`config.mk`:
```
export PLATFORM = sky130hd
export DESIGN_NAME = mips_multicycle_core_flat
export DESIGN_NICKNAME = d
export VERILOG_FILES = /design/src/rtl/mips_multicycle_core_if.sv /design/src/rtl/mips_multicycle_core.sv /design/src/flat_wrapper.sv
export SDC_FILE = /design/constraint.sdc
export NUM_CORES = 2
export LEC_CHECK = 0
export BUFFER_PORTS_ARGS = -buffer_cell sky130_fd_sc_hd__buf_2
export CAP_MARGIN = 40
export CORE_MARGIN = 2
export CORE_UTILIZATION = 61
export DETAILED_ROUTE_END_ITERATION = 7
export PLACE_DENSITY = 0.8
export SYNTH_ARGS = -nofsm -noshare
export SYNTH_HDL_FRONTEND = slang
export SYNTH_SLANG_ARGS = --single-unit
```
`constraint.sdc`:
```
create_clock -name clk -period 11 [get_ports clk]
set_clock_uncertainty 0.2 [all_clocks]
set_input_delay 3.3 -clock clk [delete_from_list [all_inputs] [get_ports clk]]
set_output_delay 3.3 -clock clk [all_outputs]
set_load 0.01 [all_outputs]
```
`src/rtl/mips_multicycle_core_if.sv`:
```
// Unified instruction/data memory port with a req/ready handshake.
// The core drives the request side (master); memory answers (slave).
interface mips_multicycle_core_if;
    logic        mem_req;
    logic        mem_we;
    logic [31:0] mem_addr;
    logic [31:0] mem_wdata;
    logic [31:0] mem_rdata;
    logic        mem_ready;

    modport master (
        output mem_req, mem_we, mem_addr, mem_wdata,
        input  mem_rdata, mem_ready
    );

    modport slave (
        input  mem_req, mem_we, mem_addr, mem_wdata,
        output mem_rdata, mem_ready
    );
endinterface

```
`src/rtl/mips_multicycle_core.sv`:
```
// Multi-cycle MIPS subset core: one shared ALU, one unified memory port with
// wait states, and a sticky HALT on illegal or misaligned operations.
module mips_multicycle_core #(
    parameter logic [31:0] RESET_PC      = 32'h0000_0000,
    parameter bit          REG_INIT_ZERO = 1'b1
) (
    input  logic                   clk,
    input  logic                   reset,
    mips_multicycle_core_if.master mem,
    output logic                   halted,
    output logic [31:0]            pc_out
);
    localparam int DATA_W = 32;

    localparam logic [5:0] OP_RTYPE = 6'h00;
    localparam logic [5:0] OP_J     = 6'h02;
    localparam logic [5:0] OP_BEQ   = 6'h04;
    localparam logic [5:0] OP_ADDI  = 6'h08;
    localparam logic [5:0] OP_LW    = 6'h23;
    localparam logic [5:0] OP_SW    = 6'h2B;

    localparam logic [5:0] FN_ADD = 6'h20;
    localparam logic [5:0] FN_SUB = 6'h22;
    localparam logic [5:0] FN_AND = 6'h24;
    localparam logic [5:0] FN_OR  = 6'h25;
    localparam logic [5:0] FN_SLT = 6'h2A;

    typedef enum logic [3:0] {
        S_FETCH, S_DECODE, S_MEMADR, S_MEMRD, S_LWWB, S_MEMWR, S_EXEC_R,
        S_RWB, S_EXEC_I, S_IWB, S_BRANCH, S_JUMP, S_HALT
    } state_t;

    typedef enum logic [2:0] {ALU_ADD, ALU_SUB, ALU_AND, ALU_OR, ALU_SLT} alu_fn_t;

    state_t              state_q, state_d;
    logic [DATA_W-1:0]   pc_q, pc_d;
    logic [DATA_W-1:0]   ir_q, ir_d;
    logic [DATA_W-1:0]   a_q, a_d;
    logic [DATA_W-1:0]   b_q, b_d;
    logic [DATA_W-1:0]   alu_out_q, alu_out_d;
    logic [DATA_W-1:0]   mdr_q, mdr_d;
    logic                mem_req_q, mem_req_d;
    logic                mem_we_q, mem_we_d;
    logic [DATA_W-1:0]   mem_addr_q, mem_addr_d;
    logic [DATA_W-1:0]   mem_wdata_q, mem_wdata_d;
    logic                halted_q, halted_d;

    logic [DATA_W-1:0]   rf_q [32];
    logic                rf_we;
    logic [4:0]          rf_waddr;
    logic [DATA_W-1:0]   rf_wdata;

    logic [5:0]          opcode, funct;
    logic [4:0]          rs, rt, rd;
    logic signed [DATA_W-1:0] imm_sext;
    logic [DATA_W-1:0]   rs_val, rt_val;

    alu_fn_t             alu_fn, r_fn;
    logic                r_fn_ok;
    logic signed [DATA_W-1:0] alu_a, alu_b;
    logic [DATA_W-1:0]   alu_y;
    logic                accept;

    function automatic logic signed [DATA_W-1:0] sext16(input logic [15:0] v);
        return {{(DATA_W-16){v[15]}}, v};
    endfunction

    function automatic logic [DATA_W-1:0] alu_f(input alu_fn_t fn,
                                                input logic signed [DATA_W-1:0] x,
                                                input logic signed [DATA_W-1:0] y);
        case (fn)
            ALU_SUB: return x - y;
            ALU_AND: return x & y;
            ALU_OR:  return x | y;
            ALU_SLT: return {{(DATA_W-1){1'b0}}, (x < y)};
            default: return x + y;
        endcase
    endfunction

    assign opcode   = ir_q[31:26];
    assign rs       = ir_q[25:21];
    assign rt       = ir_q[20:16];
    assign rd       = ir_q[15:11];
    assign funct    = ir_q[5:0];
    assign imm_sext = sext16(ir_q[15:0]);
    assign rs_val   = (rs == 5'd0) ? '0 : rf_q[rs];
    assign rt_val   = (rt == 5'd0) ? '0 : rf_q[rt];

    // mem_req is registered, so ready only counts once the request is visible
    assign accept   = mem_req_q & mem.mem_ready;

    always_comb begin
        r_fn_ok = 1'b1;
        r_fn    = ALU_ADD;
        case (funct)
            FN_ADD:  r_fn = ALU_ADD;
            FN_SUB:  r_fn = ALU_SUB;
            FN_AND:  r_fn = ALU_AND;
            FN_OR:   r_fn = ALU_OR;
            FN_SLT:  r_fn = ALU_SLT;
            default: r_fn_ok = 1'b0;
        endcase
    end

    // Shared ALU: operands chosen by the current state
    always_comb begin
        alu_a  = a_q;
        alu_b  = imm_sext;
        alu_fn = ALU_ADD;
        case (state_q)
            S_FETCH: begin
                alu_a = pc_q;
                alu_b = 32'sd4;
            end
            S_DECODE: begin
                alu_a = pc_q;
                alu_b = imm_sext <<< 2;
            end
            S_EXEC_R: begin
                alu_b  = b_q;
                alu_fn = r_fn;
            end
            default: ;
        endcase
        alu_y = alu_f(alu_fn, alu_a, alu_b);
    end

    always_comb begin
        state_d   = state_q;
        pc_d      = pc_q;
        ir_d      = ir_q;
        a_d       = a_q;
        b_d       = b_q;
        alu_out_d = alu_out_q;
        mdr_d     = mdr_q;
        rf_we     = 1'b0;
        rf_waddr  = rt;
        rf_wdata  = alu_out_q;
        case (state_q)
            S_FETCH: if (accept) begin
                ir_d    = mem.mem_rdata;
                pc_d    = alu_y;
                state_d = S_DECODE;
            end
            S_DECODE: begin
                a_d       = rs_val;
                b_d       = rt_val;
                alu_out_d = alu_y;
                case (opcode)
                    OP_LW, OP_SW: state_d = S_MEMADR;
                    OP_RTYPE:     state_d = S_EXEC_R;
                    OP_ADDI:      state_d = S_EXEC_I;
                    OP_BEQ:       state_d = S_BRANCH;
                    OP_J:         state_d = S_JUMP;
                    default:      state_d = S_HALT;
                endcase
            end
            S_MEMADR: begin
                alu_out_d = alu_y;
                if (alu_y[1:0] != 2'b00)  state_d = S_HALT;
                else if (opcode == OP_LW) state_d = S_MEMRD;
                else                      state_d = S_MEMWR;
            end
            S_MEMRD: if (accept) begin
                mdr_d   = mem.mem_rdata;
                state_d = S_LWWB;
            end
            S_LWWB: begin
                rf_we    = 1'b1;
                rf_wdata = mdr_q;
                state_d  = S_FETCH;
            end
            S_MEMWR: if (accept) state_d = S_FETCH;
            S_EXEC_R: begin
                if (r_fn_ok) begin
                    alu_out_d = alu_y;
                    state_d   = S_RWB;
                end else begin
                    state_d = S_HALT;
                end
            end
            S_RWB: begin
                rf_we    = 1'b1;
                rf_waddr = rd;
                state_d  = S_FETCH;
            end
            S_EXEC_I: begin
                alu_out_d = alu_y;
                state_d   = S_IWB;
            end
            S_IWB: begin
                rf_we   = 1'b1;
                state_d = S_FETCH;
            end
            S_BRANCH: begin
                if (a_q == b_q) pc_d = alu_out_q;
                state_d = S_FETCH;
            end
            S_JUMP: begin
                pc_d    = {pc_q[31:28], ir_q[25:0], 2'b00};
                state_d = S_FETCH;
            end
            S_HALT:  state_d = S_HALT;
            default: state_d = S_HALT;
        endcase

        // Bus outputs are registered from the next state so they hold steady while waiting
        mem_req_d   = (state_d == S_FETCH) || (state_d == S_MEMRD) || (state_d == S_MEMWR);
        mem_we_d    = (state_d == S_MEMWR);
        mem_addr_d  = (state_d == S_FETCH) ? pc_d : alu_out_d;
        mem_wdata_d = b_d;
        halted_d    = (state_d == S_HALT);
    end

    always_ff @(posedge clk or negedge reset) begin
        if (!reset) begin
            state_q     <= S_FETCH;
            pc_q        <= RESET_PC;
            ir_q        <= '0;
            a_q         <= '0;
            b_q         <= '0;
            alu_out_q   <= '0;
            mdr_q       <= '0;
            mem_req_q   <= 1'b0;
            mem_we_q    <= 1'b0;
            mem_addr_q  <= RESET_PC;
            mem_wdata_q <= '0;
            halted_q    <= 1'b0;
        end else begin
            state_q     <= state_d;
            pc_q        <= pc_d;
            ir_q        <= ir_d;
            a_q         <= a_d;
            b_q         <= b_d;
            alu_out_q   <= alu_out_d;
            mdr_q       <= mdr_d;
            mem_req_q   <= mem_req_d;
            mem_we_q    <= mem_we_d;
            mem_addr_q  <= mem_addr_d;
            mem_wdata_q <= mem_wdata_d;
            halted_q    <= halted_d;
        end
    end

    generate
        if (REG_INIT_ZERO) begin : g_rf_clr
            always_ff @(posedge clk or negedge reset) begin
                if (!reset) begin
                    for (int i = 0; i < 32; i++) rf_q[i] <= '0;
                end else if (rf_we && rf_waddr != 5'd0) begin
                    rf_q[rf_waddr] <= rf_wdata;
                end
            end
        end else begin : g_rf_keep
            always_ff @(posedge clk) begin
                if (rf_we && rf_waddr != 5'd0) rf_q[rf_waddr] <= rf_wdata;
            end
        end
    endgenerate

    assign mem.mem_req   = mem_req_q;
    assign mem.mem_we    = mem_we_q;
    assign mem.mem_addr  = mem_addr_q;
    assign mem.mem_wdata = mem_wdata_q;
    assign halted        = halted_q;
    assign pc_out        = pc_q;
endmodule

```
`src/flat_wrapper.sv`:
```
// flat-port wrapper written by rule: the top's interface ports become plain ports
module mips_multicycle_core_flat 
#(
    parameter logic [31:0] RESET_PC      = 32'h0000_0000,
    parameter bit          REG_INIT_ZERO = 1'b1
)
  (clk, reset, halted, pc_out, mem_mem_req, mem_mem_we, mem_mem_addr, mem_mem_wdata, mem_mem_rdata, mem_mem_ready);
  mips_multicycle_core_if mem_i ();
  input  logic clk;
  input  logic reset;
  output logic halted;
  output logic [31:0] pc_out;
  output wire logic [$bits(mem_i.mem_req)-1:0] mem_mem_req;
  output wire logic [$bits(mem_i.mem_we)-1:0] mem_mem_we;
  output wire logic [$bits(mem_i.mem_addr)-1:0] mem_mem_addr;
  output wire logic [$bits(mem_i.mem_wdata)-1:0] mem_mem_wdata;
  input wire logic [$bits(mem_i.mem_rdata)-1:0] mem_mem_rdata;
  input wire logic [$bits(mem_i.mem_ready)-1:0] mem_mem_ready;
  assign mem_mem_req = mem_i.mem_req;
  assign mem_mem_we = mem_i.mem_we;
  assign mem_mem_addr = mem_i.mem_addr;
  assign mem_mem_wdata = mem_i.mem_wdata;
  assign mem_i.mem_rdata = mem_mem_rdata;
  assign mem_i.mem_ready = mem_mem_ready;
  mips_multicycle_core #(.RESET_PC(RESET_PC), .REG_INIT_ZERO(REG_INIT_ZERO)) u_core (.clk(clk), .reset(reset), .mem(mem_i), .halted(halted), .pc_out(pc_out));
endmodule
```
==> results.py <==
metrics = {
    "worst_setup_path": {
        "cp.required_ns": 11.44,
        "path_delay_family": "simple AND/OR/NAND/NOR gates",
        "critPathMaxStageDelay_ns": 0.72,
        "reg2reg_depth": 15,
        "cp-end-kind": "flop",
        "start_kind": "flop",
        "crit_path_top_delay_cell": "a211oi_1",
        "r2r_end": "u_core.state_q[1]",
        "critPathBufInv": 1,
        "reg2reg_setup_slack_ns": 4.85,
        "critPathMaxFanout": 38,
        "cp_cell_sequence": "nor3_2 -> buf_4 -> nand2_1 -> and3_1 -> a21o_1 -> ha_1 -> nor4_1 -> nand2_1 -> a21oi_1 -> a211oi_1 -> a21oi_1 -> o21bai_1 -> a211oi_1 -> nand3_1 -> o21ai_1",
        "crit_type": "flop to flop",
        "worstReg2RegStart": "u_core.state_q[1]",
        "critPathArrivalTime_ns": 6.59,
    },
    "logic_synthesis": {
        "synth_cell_types": 103,
        "yosys.area.top_type": "dfrtp_1",
        "syn_inst": 6711,
        "ys_seq_elements": 1255,
        "synth_nets": 6844,
        "ys.flop_type": "dfrtp_1",
        "syn_avg_cell_area_um2": 10.3,
        "netlist_area_um2": 68800,
        "yosys-top-cells-area": "dfrtp_1, mux4_2, a21oi_1, mux2i_1, nand2_1",
        "synth-edff-count": 0,
        "ys_warn_count": 0,
        "synth_top_area_share_pct": 45.6,
        "async_reset_ff_share_pct": 100,
        "ys_seq_area_share_pct": 45.6,
    },
    "cts": {
        "clk_path_buf_depth": 3,
        "cts_tree": "yes",
        "cts.clk_slew.worst_paths_ns": 0.07,
        "post_cts_buffers": 0,
        "postCtsHoldBufs": 0,
        "cts_made_buffers": 121,
        "cts_max_level": 3,
        "clkSinkCount": 1255,
        "cts.repair.resized": 0,
        "root_buffer": "clkbuf_16",
        "clk-insertion-delay-late_ns": 0.74,
    },
    "power": {
        "p_leak_nw": 32.8,
        "pwr-share-clk_pct": 17.9,
        "power_w": 0.0253,
        "comb_power_share_pct": 49.6,
        "max-vdd-ir-drop_uv": 285,
        "p_int_w": 0.0140,
        "swShare_pct": 44.8,
        "power_frac_seq_pct": 32.5,
        "p_sw_w": 0.0114,
        "power.density_nw_per_um2": 336,
    },
    "sta": {
        "worstMarginPinSlew_ns": 1.10,
        "hold_viol": 0,
        "period_minus_slack_ns": 6.15,
        "fin_setup_tns_ns": 0,
        "finalCritPeriodShare_pct": 55.9,
        "setup-violations-final": 0,
        "timing.fmax_mhz": 163,
        "relSlewSlack_pct": 26.8,
        "final_max_slew_viol_count": 0,
        "rsz0062_at_grt": "false",
    },
    "die": {
        "rows": 123,
        "pin_count": 134,
        "die_w_um": 340,
        "fp.dieH_um": 340,
        "initial_core_util_pct": 61.3,
        "core-area_um2": 112000,
        "dieArea_um2": 116000,
    },
    "routing": {
        "drtAntennaViolNets": 0,
        "wl_per_cell_um": 29.3,
        "drt_first_iter_violations": 8646,
        "post-route-drc-count": 0,
        "totalWireLength_um": 237000,
        "vias_per_cell": 7.24,
        "dr.pass1.iters": 7,
        "vias": 58600,
    },
    "run_status": {
        "outcome": "complete, no violations",
    },
    "global_routing": {
        "grt_pass1_vias": 57800,
        "grt_pass1_wl_um": 356000,
        "grt.total_usage_pct": 40.8,
        "grt_overflow": 0,
        "antenna_found_initial": 15,
        "grt_max_degree": 192,
    },
    "min_path": {
        "hold_depth": 0,
        "hold_path_startpoint": "u_core.rf_q[997]",
        "hp-class": "flop to flop",
        "hold_path_end": "u_core.rf_q[997]",
    },
    "placement": {
        "port_buffers": 133,
        "dp_hpwl_um": 142000,
        "gp_congestion": 1.02,
    },
    "finish": {
        "drive_gt1_share_pct": 18.2,
        "final_cell_mix": "dfrtp_1, nand2_1, a21oi_1",
        "final_common_cell": "dfrtp_1",
        "area_delta_synth_final_pct": 9.69,
        "layout.nets": 6614,
        "nFillCells": 7910,
        "final-seq-area_um2": 31400,
        "multi_input_area_um2": 34700,
    },
    "job": {
        "maxCapViolations": 0,
    },
}
[how the worst max path moves through the flow]
stage,endpoint,cells after the start,from
6_report,u_core.state_q[1],15,u_core.state_q[1]
5_1_grt,u_core.state_q[1],15,u_core.state_q[1]
4_1_cts,u_core.state_q[1],15,u_core.state_q[1]
3_5_place_dp,u_core.mem.mem_addr[22],10,mem_mem_ready
3_3_place_gp,u_core.mem.mem_addr[22],10,mem_mem_ready
2_1_floorplan,u_core.mem.mem_addr[2],9,mem_mem_ready
[kinds of logic after synthesis]
logic type | share of synthesized area [%]
AO/OA/AOI/OAI | 16.4
AND/OR/NAND/NOR | 10.6
flip-flops | 45.6
multiplexers | 20.8
buffers and inverters | 4.35
adder cells (fa/ha/maj) | 1.80
XOR/XNOR | 0.445
[Yosys cell counts (8+ instances only)]
| cell | count |
|---|---|
| and2_1 | 9 |
| o21bai_1 | 13 |
| nand3_1 | 39 |
| ha_1 | 96 |
| and3_1 | 10 |
| nor4_1 | 15 |
| mux2_2 | 137 |
| o21a_1 | 22 |
| mux4_2 | 419 |
| a21oi_1 | 721 |
| a221o_1 | 16 |
| a22oi_1 | 9 |
| o221ai_1 | 147 |
| o211ai_1 | 17 |
| o31ai_1 | 37 |
| nor3_1 | 61 |
| buf_2 | 78 |
| clkbuf_1 | 503 |
| o21ai_1 | 45 |
| a211oi_1 | 28 |
| a21o_1 | 42 |
| buf_1 | 64 |
| nand2_1 | 799 |
| or2_1 | 17 |
| a31oi_1 | 18 |
| inv_1 | 105 |
| dfrtp_1 | 1255 |
| o21ai_0 | 563 |
| nor2_1 | 714 |
| nor3b_1 | 8 |
| a221oi_1 | 14 |
| xor2_1 | 32 |
| mux2i_1 | 327 |
| nor2b_1 | 39 |
| o22ai_1 | 104 |
| nand4_1 | 10 |
| nand2b_1 | 21 |
[worst reg2reg max path, cell delays in order (launching register included)]
cell	delay, ns
dfrtp_1	0.66
nor3_2	0.28
buf_4	0.52
nand2_1	0.51
and3_1	0.56
a21o_1	0.28
ha_1	0.46
nor4_1	0.66
nand2_1	0.11
a21oi_1	0.22
a211oi_1	0.13
a21oi_1	0.23
o21bai_1	0.13
a211oi_1	0.72
nand3_1	0.24
o21ai_1	0.17
[state kept, by name, summed over array words and instances, names as in the netlist]
signal               count
u_core.pc_out           32
u_core.mdr_q            32
u_core.rf_q           1024
u_core.mem.mem_req       1
u_core.ir_q             32
u_core.halted            1
u_core.mem.mem_we        1
u_core.state_q           4
u_core.b_q              32
u_core.alu_out_q        32
u_core.a_q              32
u_core.mem.mem_addr     32
[metal layers]
| layer | share of wire (%) | wire length [um] | GRT usage, % |
|---|---|---|---|
| met5 | 0.043 | 103 | 0 |
| met4 | 7.7 | 18300 | 27.4 |
| met3 | 14 | 34400 | 12.9 |
| met2 | 44 | 103000 | 59.8 |
| met1 | 34 | 81100 | 52.5 |
[power groups by stage]
stage	logic (W)	clock network (W)	registers, W
after detailed placement	0.0120	0	0.00811
after global placement	0.0117	0	0.00797
final	0.0126	0.00454	0.00824
after floorplan	0.00886	0	0.00732
after CTS	0.0122	0.00453	0.00807
after global routing	0.0133	0.00472	0.00833
[through the flow]
step / hold WS [ns] / cells / cell area [um2] / util, % / setup slack (ns)
finish: 0.197 / 8087 / 75500 / 67.3 / 4.85
floorplan: 0.245 / 6711 / 68800 / - / 5.72
CTS: 0.202 / 8079 / 75500 / 67.3 / 5.07
detailed placement: 0.185 / 7858 / 71100 / 63.4 / 4.70
global route: 0.212 / 8083 / 75500 / 67.3 / 4.58
global placement: 0.180 / 7822 / 70300 / 62.6 / 4.75
[area by class of cell]
type | count | area share, %
Clock buffer | 165 | 4.59
Sequential cell | 1255 | 41.7
Timing Repair Buffer | 301 | 3.53
Antenna cell | 8 | 0.0265
Clock inverter | 56 | 1.13
Multi-Input combinational cell | 4694 | 46.0
Tap cell | 1500 | 2.49
Inverter | 108 | 0.539
Note: power is estimated with default switching activity, not from simulation.
